<file path="config.mk">
export PLATFORM = sky130hd
export DESIGN_NAME = operand_fetch
export DESIGN_NICKNAME = d
export VERILOG_FILES = /design/src/rtl/operand_fetch_pkg.sv /design/src/rtl/operand_fetch_reg_file.sv /design/src/rtl/operand_fetch.sv
export SDC_FILE = /design/constraint.sdc
export NUM_CORES = 1
export LEC_CHECK = 0
export CAP_MARGIN = 20
export CORE_MARGIN = 2
export CORE_UTILIZATION = 30
export DETAILED_ROUTE_END_ITERATION = 10
export PLACE_DENSITY_LB_ADDON = 0.08
export SYNTH_ARGS = -nofsm -noshare
export SYNTH_HDL_FRONTEND = slang
export SYNTH_SLANG_ARGS = --single-unit
export TNS_END_PERCENT = 5
</file>
<file path="constraint.sdc">
create_clock -name clock -period 3 [get_ports clock]
set_input_delay 0.45 -clock clock [delete_from_list [all_inputs] [get_ports clock]]
set_output_delay 0.45 -clock clock [all_outputs]
set_load 0.02 [all_outputs]
</file>
<file path="src/rtl/operand_fetch_pkg.sv">
// operand_fetch_pkg: shared types and constants for the operand fetch stage
package operand_fetch_pkg;
    localparam int WIDTH = 16;
    localparam int NUM_REGS = 8;
    localparam int RAW = $clog2(NUM_REGS);
    typedef logic [WIDTH-1:0] word_t;
    typedef logic [RAW-1:0] reg_idx_t;
    typedef enum logic [3:0] {
        F_A         = 4'h0,
        F_A_PLUS_1  = 4'h1,
        F_A_PLUS_B  = 4'h2,
        F_A_MINUS_B = 4'h3,
        F_A_AND_B   = 4'h4,
        F_A_OR_B    = 4'h5,
        F_A_XOR_B   = 4'h6,
        F_A_NOT     = 4'h7,
        F_B         = 4'h8,
        F_SHL       = 4'h9,
        F_SHR       = 4'hA,
        F_ASHR      = 4'hB
    } alu_op_t;
    typedef struct packed {
        word_t    in_a;
        word_t    in_b;
        alu_op_t  opcode;
        reg_idx_t dst;
        logic     wr_en;
    } bundle_t;
    function automatic logic wb_hit(logic en, reg_idx_t wr, reg_idx_t rd);
        return en && (wr == rd);
    endfunction
endpackage

</file>
<file path="src/rtl/operand_fetch_reg_file.sv">
// operand_fetch_reg_file: architectural registers, two async reads, one sync write
module operand_fetch_reg_file
    import operand_fetch_pkg::*;
(
    input  logic     clock,
    input  logic     reset_L,
    input  logic     wr_en,
    input  reg_idx_t wr_idx,
    input  word_t    wr_data,
    input  reg_idx_t rd_idx_a,
    output word_t    rd_data_a,
    input  reg_idx_t rd_idx_b,
    output word_t    rd_data_b
);
    word_t regs [NUM_REGS];
    // single write port, all entries cleared asynchronously on reset
    always_ff @(posedge clock or negedge reset_L) begin
        if (!reset_L) begin
            for (int i = 0; i < NUM_REGS; i++) regs[i] <= '0;
        end else if (wr_en) begin
            regs[wr_idx] <= wr_data;
        end
    end
    assign rd_data_a = regs[rd_idx_a];
    assign rd_data_b = regs[rd_idx_b];
endmodule

</file>
<file path="src/rtl/operand_fetch.sv">
// operand_fetch: operand read with writeback bypass, scoreboard stalls, registered ALU bundle
module operand_fetch
    import operand_fetch_pkg::*;
(
    input  logic     clock,
    input  logic     reset_L,
    input  logic     in_valid,
    output logic     in_ready,
    input  alu_op_t  in_op,
    input  reg_idx_t in_srcA,
    input  reg_idx_t in_srcB,
    input  reg_idx_t in_dst,
    input  logic     in_wrEn,
    input  logic     wb_en,
    input  reg_idx_t wb_reg,
    input  word_t    wb_data,
    output logic     out_valid,
    input  logic     out_ready,
    output word_t    out_inA,
    output word_t    out_inB,
    output alu_op_t  out_opcode,
    output reg_idx_t out_dst,
    output logic     out_wrEn
);
    word_t rf_a, rf_b, opnd_a, opnd_b;
    logic [NUM_REGS-1:0] busy, busy_next;
    logic hazard, accept;
    bundle_t bundle;

    operand_fetch_reg_file u_rf (
        .clock    (clock),
        .reset_L  (reset_L),
        .wr_en    (wb_en),
        .wr_idx   (wb_reg),
        .wr_data  (wb_data),
        .rd_idx_a (in_srcA),
        .rd_data_a(rf_a),
        .rd_idx_b (in_srcB),
        .rd_data_b(rf_b)
    );

    // bypassed operands, hazard detection, handshake and next scoreboard
    always_comb begin
        opnd_a = wb_hit(wb_en, wb_reg, in_srcA) ? wb_data : rf_a;
        opnd_b = wb_hit(wb_en, wb_reg, in_srcB) ? wb_data : rf_b;
        hazard = (busy[in_srcA] && !wb_hit(wb_en, wb_reg, in_srcA))
              || (busy[in_srcB] && !wb_hit(wb_en, wb_reg, in_srcB))
              || (in_wrEn && busy[in_dst] && !wb_hit(wb_en, wb_reg, in_dst));
        in_ready = reset_L && (!out_valid || out_ready) && !hazard;
        accept = in_valid && in_ready;
        busy_next = busy;
        if (wb_en) busy_next[wb_reg] = 1'b0;
        if (accept && in_wrEn) busy_next[in_dst] = 1'b1;
    end

    // scoreboard of registers with a write still in flight
    always_ff @(posedge clock or negedge reset_L) begin
        if (!reset_L) busy <= '0;
        else busy <= busy_next;
    end

    // output bundle: load on accept, drop valid when consumed, hold otherwise
    always_ff @(posedge clock or negedge reset_L) begin
        if (!reset_L) begin
            out_valid <= 1'b0;
            bundle <= '0;
        end else if (accept) begin
            out_valid <= 1'b1;
            bundle <= '{opnd_a, opnd_b, in_op, in_dst, in_wrEn};
        end else if (out_ready) begin
            out_valid <= 1'b0;
        end
    end

    assign out_inA = bundle.in_a;
    assign out_inB = bundle.in_b;
    assign out_opcode = bundle.opcode;
    assign out_dst = bundle.dst;
    assign out_wrEn = bundle.wr_en;
endmodule

</file>
# Word level (Yosys, flattened, before mapping)
# Index checks and enable logic that the tools add are counted.
# W data, S select, Z words.
[word_totals]
output_inout_bits = 42
inputBits = 38
regBits = 177
word_cells = 82
[classes]
reduce_logical = 23
n_bitwise = 6
magnitude_cmp = 10
n_eq_ne = 3
n_mux = 25
[op_table]
columns = ["cell", "count"]
rows = [
  ["$bwmux W128", 1],
  ["$mux W16", 7],
  ["$bmux W16 S3", 2],
  ["$demux W16 S3", 1],
  ["$lt A3 B4 Y1 const B", 4],
  ["$mux W8", 2],
  ["$logic_and A1 B1 Y1", 14],
  ["$ge A4 B4 Y1 const B", 3],
  ["$not A3 Y4", 3],
  ["$bmux W1 S3", 3],
  ["$eq A3 B3 Y1", 3],
  ["$and A8 B8 Y8", 1],
  ["$not A8 Y8", 1],
  ["$or A8 B8 Y8", 1],
  ["$mux W1", 7],
  ["$demux W1 S3", 2],
  ["$ge A3 B1 Y1 const B", 2],
  ["$logic_not A1 Y1", 5],
  ["$lt A4 B1 Y1 const B", 1],
  ["$logic_or A1 B1 Y1", 3],
  ["$reduce_bool A2 Y1", 1],
]

# Logic depth before layout (Yosys ltp)
# Gate-level depths: netlist of the first run.
[logic_depth]
depth_word = 11
mapped_depth = 8

# Hierarchy
# A second synthesis of the first run with hierarchy kept.
[unflattened]
hier_cells = 632
area_unflattened_um2 = 9825.7
[modules_own_cells]
columns = ["module", "area_each_um2", "n_inst", "cells_per_inst", "seq_area_each_um2"]
rows = [
  ["operand_fetch_reg_file", 7000.5, 1, 393, 3203.1],
  ["operand_fetch", 2825.2, 1, 239, 1226.2],
]

# Worst setup path before layout of the first run
# No wires, ideal clock.
[synth_path]
path_kind = "input to register"
from = "in in_srcB[1]"
to = "reg bundle (netlist bit out_inA[0])"
t_required_ns = 2.872
setup_slack_ns = 0.799
setup_ns = 0.128
stages = 7
arrival_time_ns = 2.073
cell_sequence = "buf_2 -> mux4_2 -> mux2_2 -> nand2_1 -> o211ai_2 -> buf_2 -> mux2_1"
[synth_via]
elab_chain_len = 9
elab_cells_between_ends = 11
classes_between = "1 x eq/ne; 2 x mux; 8 x reduce/logical"
[synth_rtl]
columns = ["element", "line_no", "text"]
rows = [
  ["start: declaration", "operand_fetch.sv:11", "input reg_idx_t in_srcB,"],
  ["parallel branches: the longest is 3 deep, another holds $bmux W1 S3", "-", ""],
  ["$logic_and A1 B1 Y1 (*)", "operand_fetch.sv:47", "|| (busy[in_srcB] && !wb_hit(wb_en, wb_reg, in_srcB))"],
  ["$logic_or A1 B1 Y1 (*)", "operand_fetch.sv:47", ""],
  ["$logic_or A1 B1 Y1 (*)", "operand_fetch.sv:48", "|| (in_wrEn && busy[in_dst] && !wb_hit(wb_en, wb_reg, in_dst));"],
  ["$logic_not A1 Y1 (*)", "operand_fetch.sv:49", "in_ready = reset_L && (!out_valid || out_ready) && !hazard;"],
  ["$logic_and A1 B1 Y1 (*)", "operand_fetch.sv:49", ""],
  ["$logic_and A1 B1 Y1 (*)", "operand_fetch.sv:50", "accept = in_valid && in_ready;"],
  ["end signal: assignment", "operand_fetch.sv:69", "bundle <= '{opnd_a, opnd_b, in_op, in_dst, in_wrEn};"],
  ["end: declaration", "operand_fetch.sv:28", "bundle_t bundle;"],
]
# Every way passes the cells marked *. The select of a mux whose other input is x is not followed.
# A chain may end at the register's enable or synchronous reset.

# Worst setup path in the final report of the first run
[layout_path]
from = "in in_srcB[2]"
to = "out in_ready"
[layout_via]
elab_chain_len = 8
elab_cells_between_ends = 10
classes_between = "1 x eq/ne; 2 x mux; 7 x reduce/logical"
[layout_rtl]
columns = ["element", "line_no", "text"]
rows = [
  ["parallel branches: the longest is 3 deep, another holds $bmux W1 S3", "-", ""],
  ["$logic_and A1 B1 Y1 (*)", "operand_fetch.sv:47", ""],
  ["$logic_or A1 B1 Y1 (*)", "operand_fetch.sv:47", ""],
  ["$logic_or A1 B1 Y1 (*)", "operand_fetch.sv:48", ""],
  ["$logic_not A1 Y1 (*)", "operand_fetch.sv:49", ""],
  ["$logic_and A1 B1 Y1 (*)", "operand_fetch.sv:49", ""],
  ["end: declaration", "operand_fetch.sv:8", "output logic in_ready,"],
]
# Marks and branches as above.

==> impl_metrics.csv, run 1 <==
group,metric,value,unit
status,status,"complete, no violations",
sta,skew,0.0113,ns
layout,syn_to_final_growth,21.1,%
die,coreArea,0.0304,mm^2
clock_tree,clk_latency,0.43,ns
setup_path,startpoint_type,"input pin",
setup_path,slowest_delay,0.51,ns
sta,slew_headroom,29.8,%
layout,multi_input_area,0.00448,mm^2
yosys,synth_edf_count,0,
yosys,syn_avg_cell_area,14.0,um^2
yosys,synthSimpleGateAreaFrac,3.59,%
yosys,synth_top_family_by_area,"multiplexers",
drt,viasPerCell,5.12,
job,drv_cap,0,
yosys,syn_nets,696,
drt,ant_nets,0,
sta,tightest_slew,1.05,ns
yosys,synth-seq-area-share,47.9,%
die,start_util,30.4,%
yosys,synth-main-ff-cell,"dfrtp_1",
setup_path,path_cells,"clkdlybuf4s50_1 -> buf_12 -> mux4_2 -> mux2_2 -> nand2_1 -> o211a_1 -> dlymetal6s2s_1",
layout,layout-drive-gt1-share,36.9,%
setup_path,crit_family,"buffers and inverters",
clock_tree,ctsResizeCount,0,
sta,setup_viol,0,
sta,final_hold_viol_count,0,
placed_design,post-place-cells,1106,
clock_tree,cts_sinks,177,
setup_path,required,2.55,ns
sta,fin_crit_sh,86.0,%
die,core.rowCount,64,
clock_tree,root_buffer,"clkbuf_16",
yosys,synth_top_area_share,47.9,%
drt,drc,0,
yosys,synth_mux_area_share,40.6,%
layout,fin_cells,1138,
layout,diodes,0,
layout,register_area,0.00443,mm^2
yosys,synth.largest_area_cell,"dfrtp_1",
yosys,synth_cells,658,
global_routing,grt-ovfl-total,0,
clock_tree,htreeDepth,4,
pwr,peakVddDrop,0.000391,V
layout,nNetsFinal,767,
yosys,synth.area.top_cells,"dfrtp_1, mux4_2, mux2_2",
yosys,yosysWarnings,0,
clock_tree,cts_tree,"done",
pwr,p_leak,4.76,nW
global_routing,grt_max_degree,178,
clock_tree,post_cts_buffers,0,
die,fp.dieH,180,um
clock_tree,path_clk_slew,0.07,ns
yosys,yosysUniqueCellTypes,36,
die,dieArea,0.0322,mm^2
global_routing,grt_pass1_wl,39400,um
drt,vias,5831,
drt,firstDrtPassIters,5,
yosys,synthArstFlopShare,100,%
yosys,ys_ff_latch,177,
pwr,p_per_area,741,mW/mm^2
sta,timing.final.max_slew_violations,0,
sta,setup_tns,0,ns
sta,rsz0062_at_grt,"no",
placed_design,dpl.hpwl,14900,um
placed_design,gp_congestion,0.758,
setup_path,crit_arrival,2.13,ns
clock_tree,cts_buffer_depth,2,
global_routing,grt_pass1_vias,6226,
yosys,syn_area,0.00924,mm^2
drt,routedWlPerCell,22.2,um
global_routing,track_usage,16.2,%
global_routing,antenna_found_initial,0,
layout,fill_cells,2918,
die,pin_count,80,
clock_tree,cts_buffers,17,
setup_path,end_kind,"output pin",
sta,fmax,0.387,GHz
drt,wirelength,25200,um
clock_tree,cts-hold-fix-buffers,0,
setup_path,cp_num_buf_inv,3,
setup_path,cpMaxStageDelayCell,"clkdlybuf4s50_1",
yosys,synth-xor-area-share,0.853,%
pwr,total_power,8.29,mW
setup_path,path_max_fanout,4,
worst_hold_path,worstHoldPathType,"input pin to async pin",
die,die_w,180,um
drt,drt_iter0_drc,280,
setup_path,critPathKind,"input pin to output pin",
sta,period_needed,2.58,ns
yosys,synth_fa_ha_area_share,0,%
placed_design,io_buffers,79,
yosys,synth_compound_area_share,3.29,%
==> report_power, final <==
part           total (mW)  internal, mW  switching [mW]
Sequential           3.46          3.04           0.414
Clock                2.33          1.32            1.01
Combinational        2.51          1.42            1.08
==> synthesized netlist by cell type, types with 3 or more instances <==
library cell,number
dfrtp_1,177
o21ai_0,16
mux2i_1,51
xnor2_1,9
o31ai_1,3
nand4b_1,3
nand4_1,4
nand2b_1,4
nor2_1,18
nand3_1,5
mux2_1,24
mux2_2,130
inv_1,21
nand2_1,29
mux4_2,67
buf_2,15
clkbuf_1,26
buf_1,18
a21oi_1,16
==> routing by layer <==
layer | routed length, um | part of all wire [%] | GRT usage (%)
met1 | 11400 | 45 | 21.1
met2 | 12700 | 50 | 27.6
met3 | 906 | 3.6 | 3.34
met4 | 258 | 1.0 | 3.97
met5 | 0 | 0 | 0
==> cells by family after synthesis <==
group,count (synthesis)
mux,272
simple gates,69
flops,177
xor+xnor,9
buf+inv,83
compound gates,48
==> final cells by class <==
type | instances | share of cell area [%]
multi-input combinational | 398 | 40.0
sequential | 177 | 39.6
timing repair buffer | 114 | 9.89
tap | 396 | 4.43
clock buffer | 18 | 3.83
clock inverter | 14 | 1.56
inverter | 21 | 0.704
==> layout by cell type (no fill, tap or decap), types with 9 or more instances in the layout <==
| cell | count |
|---|---|
| nor2_1 | 18 |
| mux2_2 | 130 |
| o21ai_0 | 16 |
| mux4_2 | 67 |
| clkbuf_16 | 17 |
| xnor2_1 | 9 |
| a21oi_1 | 16 |
| clkdlybuf4s50_1 | 73 |
| mux2_1 | 24 |
| inv_1 | 21 |
| buf_4 | 30 |
| nand2_1 | 29 |
| dfrtp_1 | 177 |
| mux2i_1 | 51 |
==> path summary, 6_finish.rpt <==
path | from | end | slack [ns] | cells past startpoint
min in group clock | out_opcode[1] | out_opcode[1] | 0.49 | 1
min reg2reg | out_opcode[1] | out_opcode[1] | 0.49 | 1
min | reset_L | out_inA[15] | 0.17 | 2
max in group asynchronous | reset_L | u_rf.regs[93] | 2.04 | 2
max | in_srcB[2] | in_ready | 0.42 | 7
max reg2reg | busy[7] | out_inA[9] | 0.80 | 6
==> metrics by stage <==
stage	cell area, um^2	setup WS (ns)	util [%]	hold WS [ns]
final	11200	0.419	36.8	0.166
after global routing	11200	0.347	36.8	0.296
after CTS	11200	0.0215	36.8	0.276
after detailed placement	10600	0.0267	34.8	0.482
after global placement	10600	0.0398	34.8	0.474
after floorplan	9240	0.799	-	0.154
==> registers in the layout, summed over array words and instances (netlist names) <==
register / count
u_rf.regs: 128
out_wrEn: 1
out_dst: 3
busy: 8
out_inA: 16
out_opcode: 4
out_valid: 1
out_inB: 16
(Power assumes the default switching activity.)
==> run 2, diff against run 1 <==
--- a/config.mk
+++ b/config.mk
@@ -7,7 +7,7 @@
 export LEC_CHECK = 0
 export CAP_MARGIN = 20
 export CORE_MARGIN = 2
-export CORE_UTILIZATION = 30
+export CORE_UTILIZATION = 45
 export DETAILED_ROUTE_END_ITERATION = 10
 export PLACE_DENSITY_LB_ADDON = 0.08
 export SYNTH_ARGS = -nofsm -noshare
==> impl_metrics.csv, run 2 (same netlist as run 1, synthesis figures left out) <==
group,metric,value,unit
status,status,"complete, no violations",
layout,layout-drive-gt1-share,37.0,%
sta,fmax,0.353,GHz
global_routing,grt-ovfl-total,0,
global_routing,antenna_found_initial,0,
clock_tree,root_buffer,"clkbuf_16",
sta,timing.final.max_slew_violations,0,
drt,firstDrtPassIters,4,
die,start_util,45.8,%
sta,slew_headroom,49.5,%
setup_path,path_max_fanout,3,
worst_hold_path,hold-path-cell-count,1,
global_routing,grt_pass1_wl,36400,um
worst_hold_path,worstHoldPathType,"register to register",
pwr,total_power,8.20,mW
setup_path,end_kind,"output pin",
drt,viasPerCell,5.77,
clock_tree,cts_tree,"done",
die,core.rowCount,52,
worst_hold_path,hold-path-endpoint,"out_inA[4]",
global_routing,grt_pass1_vias,6363,
die,dieArea,0.0217,mm^2
die,coreArea,0.0202,mm^2
sta,tightest_slew,0.757,ns
setup_path,required,2.55,ns
placed_design,post-place-cells,987,
setup_path,path_cells,"clkdlybuf4s50_1 -> mux4_2 -> mux2_2 -> nand2_1 -> o211a_1 -> dlygate4sd2_1",
global_routing,grt_max_degree,80,
placed_design,io_buffers,79,
drt,drt_iter0_drc,350,
die,die_w,147,um
sta,fin_hold_ws,0.490,ns
clock_tree,htreeDepth,4,
layout,diodes,0,
layout,fin_cells,1019,
drt,drc,0,
clock_tree,cts_sinks,177,
sta,setup_viol,0,
clock_tree,path_clk_slew,0.07,ns
setup_path,ff2ff_path_depth,6,
drt,ant_nets,0,
setup_path,slowest_delay,0.57,ns
setup_path,startpoint_type,"input pin",
drt,vias,5881,
sta,rsz0062_at_grt,"no",
die,fp.dieH,147,um
placed_design,gp_congestion,0.815,
placed_design,dpl.hpwl,14400,um
clock_tree,cts_buffers,17,
setup_path,crit_arrival,2.38,ns
setup_path,critPathKind,"input pin to output pin",
setup_path,cpMaxStageDelayCell,"clkdlybuf4s50_1",
drt,routedWlPerCell,22.1,um
layout,largest_reg_flops,128,
layout,syn_to_final_growth,20.3,%
sta,period_needed,2.83,ns
layout,layout_common_cells,"dfrtp_1, mux2_2, clkdlybuf4s50_1",
die,pin_count,80,
pwr,p_per_area,737,mW/mm^2
global_routing,track_usage,22.1,%
sta,skew,0.0105,ns
setup_path,reg2reg_slack,0.79,ns
sta,fin_crit_sh,94.5,%
pwr,peakVddDrop,0.000420,V
setup_path,r2r-end,"out_inA[13]",
layout,nNetsFinal,776,
clock_tree,post_cts_buffers,0,
worst_hold_path,min_from,"out_inA[4]",
clock_tree,cts_buffer_depth,2,
sta,setup_tns,0,ns
layout,regMostFlops,"u_rf.regs",
sta,final_hold_viol_count,0,
job,drv_cap,0,
drt,wirelength,22500,um
clock_tree,clk_latency,0.42,ns
pwr,p_leak,4.78,nW
setup_path,r2r-start,"busy[7]",
layout,layout_commonest_cell,"dfrtp_1",
-- run 2: changes by cell type in the layout (fill, tap and decap cells not counted), moves of 2 or more --
cell / change
buf_4: +6
inv_6: -6
clkbuf_1: +2
clkdlybuf4s50_1: +2
clkinv_4: +2
dlymetal6s2s_1: -2
-- run 2: per-stage QoR --
step,util [%],cell area (um^2),setup slack [ns]
floorplan,-,9240,0.799
global placement,52.1,10500,-0.0647
detailed placement,52.1,10500,-0.0923
CTS,55.0,11100,0.163
global route,55.1,11100,0.0900
finish,55.1,11100,0.165
-- run 2: worst max path at each step --
stage / end / slack (ns) / startpoint
finish: in_ready / 0.17 / in_srcB[1]
CTS: in_ready / 0.16 / in_srcB[1]
detailed placement: in_ready / -0.09 / in_srcB[1]
global placement: in_ready / -0.06 / in_srcB[1]
floorplan: in_ready / 0.80 / wb_reg[0]
global route: in_ready / 0.09 / in_srcB[1]
-- run 2: where the power goes --
| part | internal (mW) | switching (mW) | total (mW) |
|---|---|---|---|
| Clock | 1.33 | 0.912 | 2.24 |
| Combinational | 1.43 | 1.06 | 2.50 |
| Sequential | 3.05 | 0.417 | 3.46 |
-- run 2: layout make-up --
| type | count | area (um^2) |
|---|---|---|
| Clock buffer | 21 | 450 |
| Clock inverter | 9 | 135 |
| Fill cell | 1694 | 9050 |
| Inverter | 21 | 78.8 |
| Multi-Input combinational cell | 398 | 4480 |
| Sequential cell | 177 | 4430 |
| Tap cell | 270 | 338 |
| Timing Repair Buffer | 123 | 1210 |
-- run 2: metal layers --
metal  part of all wire, %  vias up  global-route usage (%)
li1                      -     2596                       -
met1                    45     3129                    30.0
met2                    49      139                    37.4
met3                   4.3       17                    3.29
met4                   1.3        0                    6.39
met5                     0        -                       0
-- run 2: what timing repair did --
item	CTS	global route
gates resized for setup	1	0
hold buffers	0	1
endpoints found under the hold margin	0	7
setup endpoints to repair	1	0
-- run 2: worst max-delay path: cells and delay by family --
kind / cells / cell delay [ns]
compound gates: 1 / 0.15
buf+inv: 2 / 0.90
simple gates: 1 / 0.09
mux: 2 / 0.80
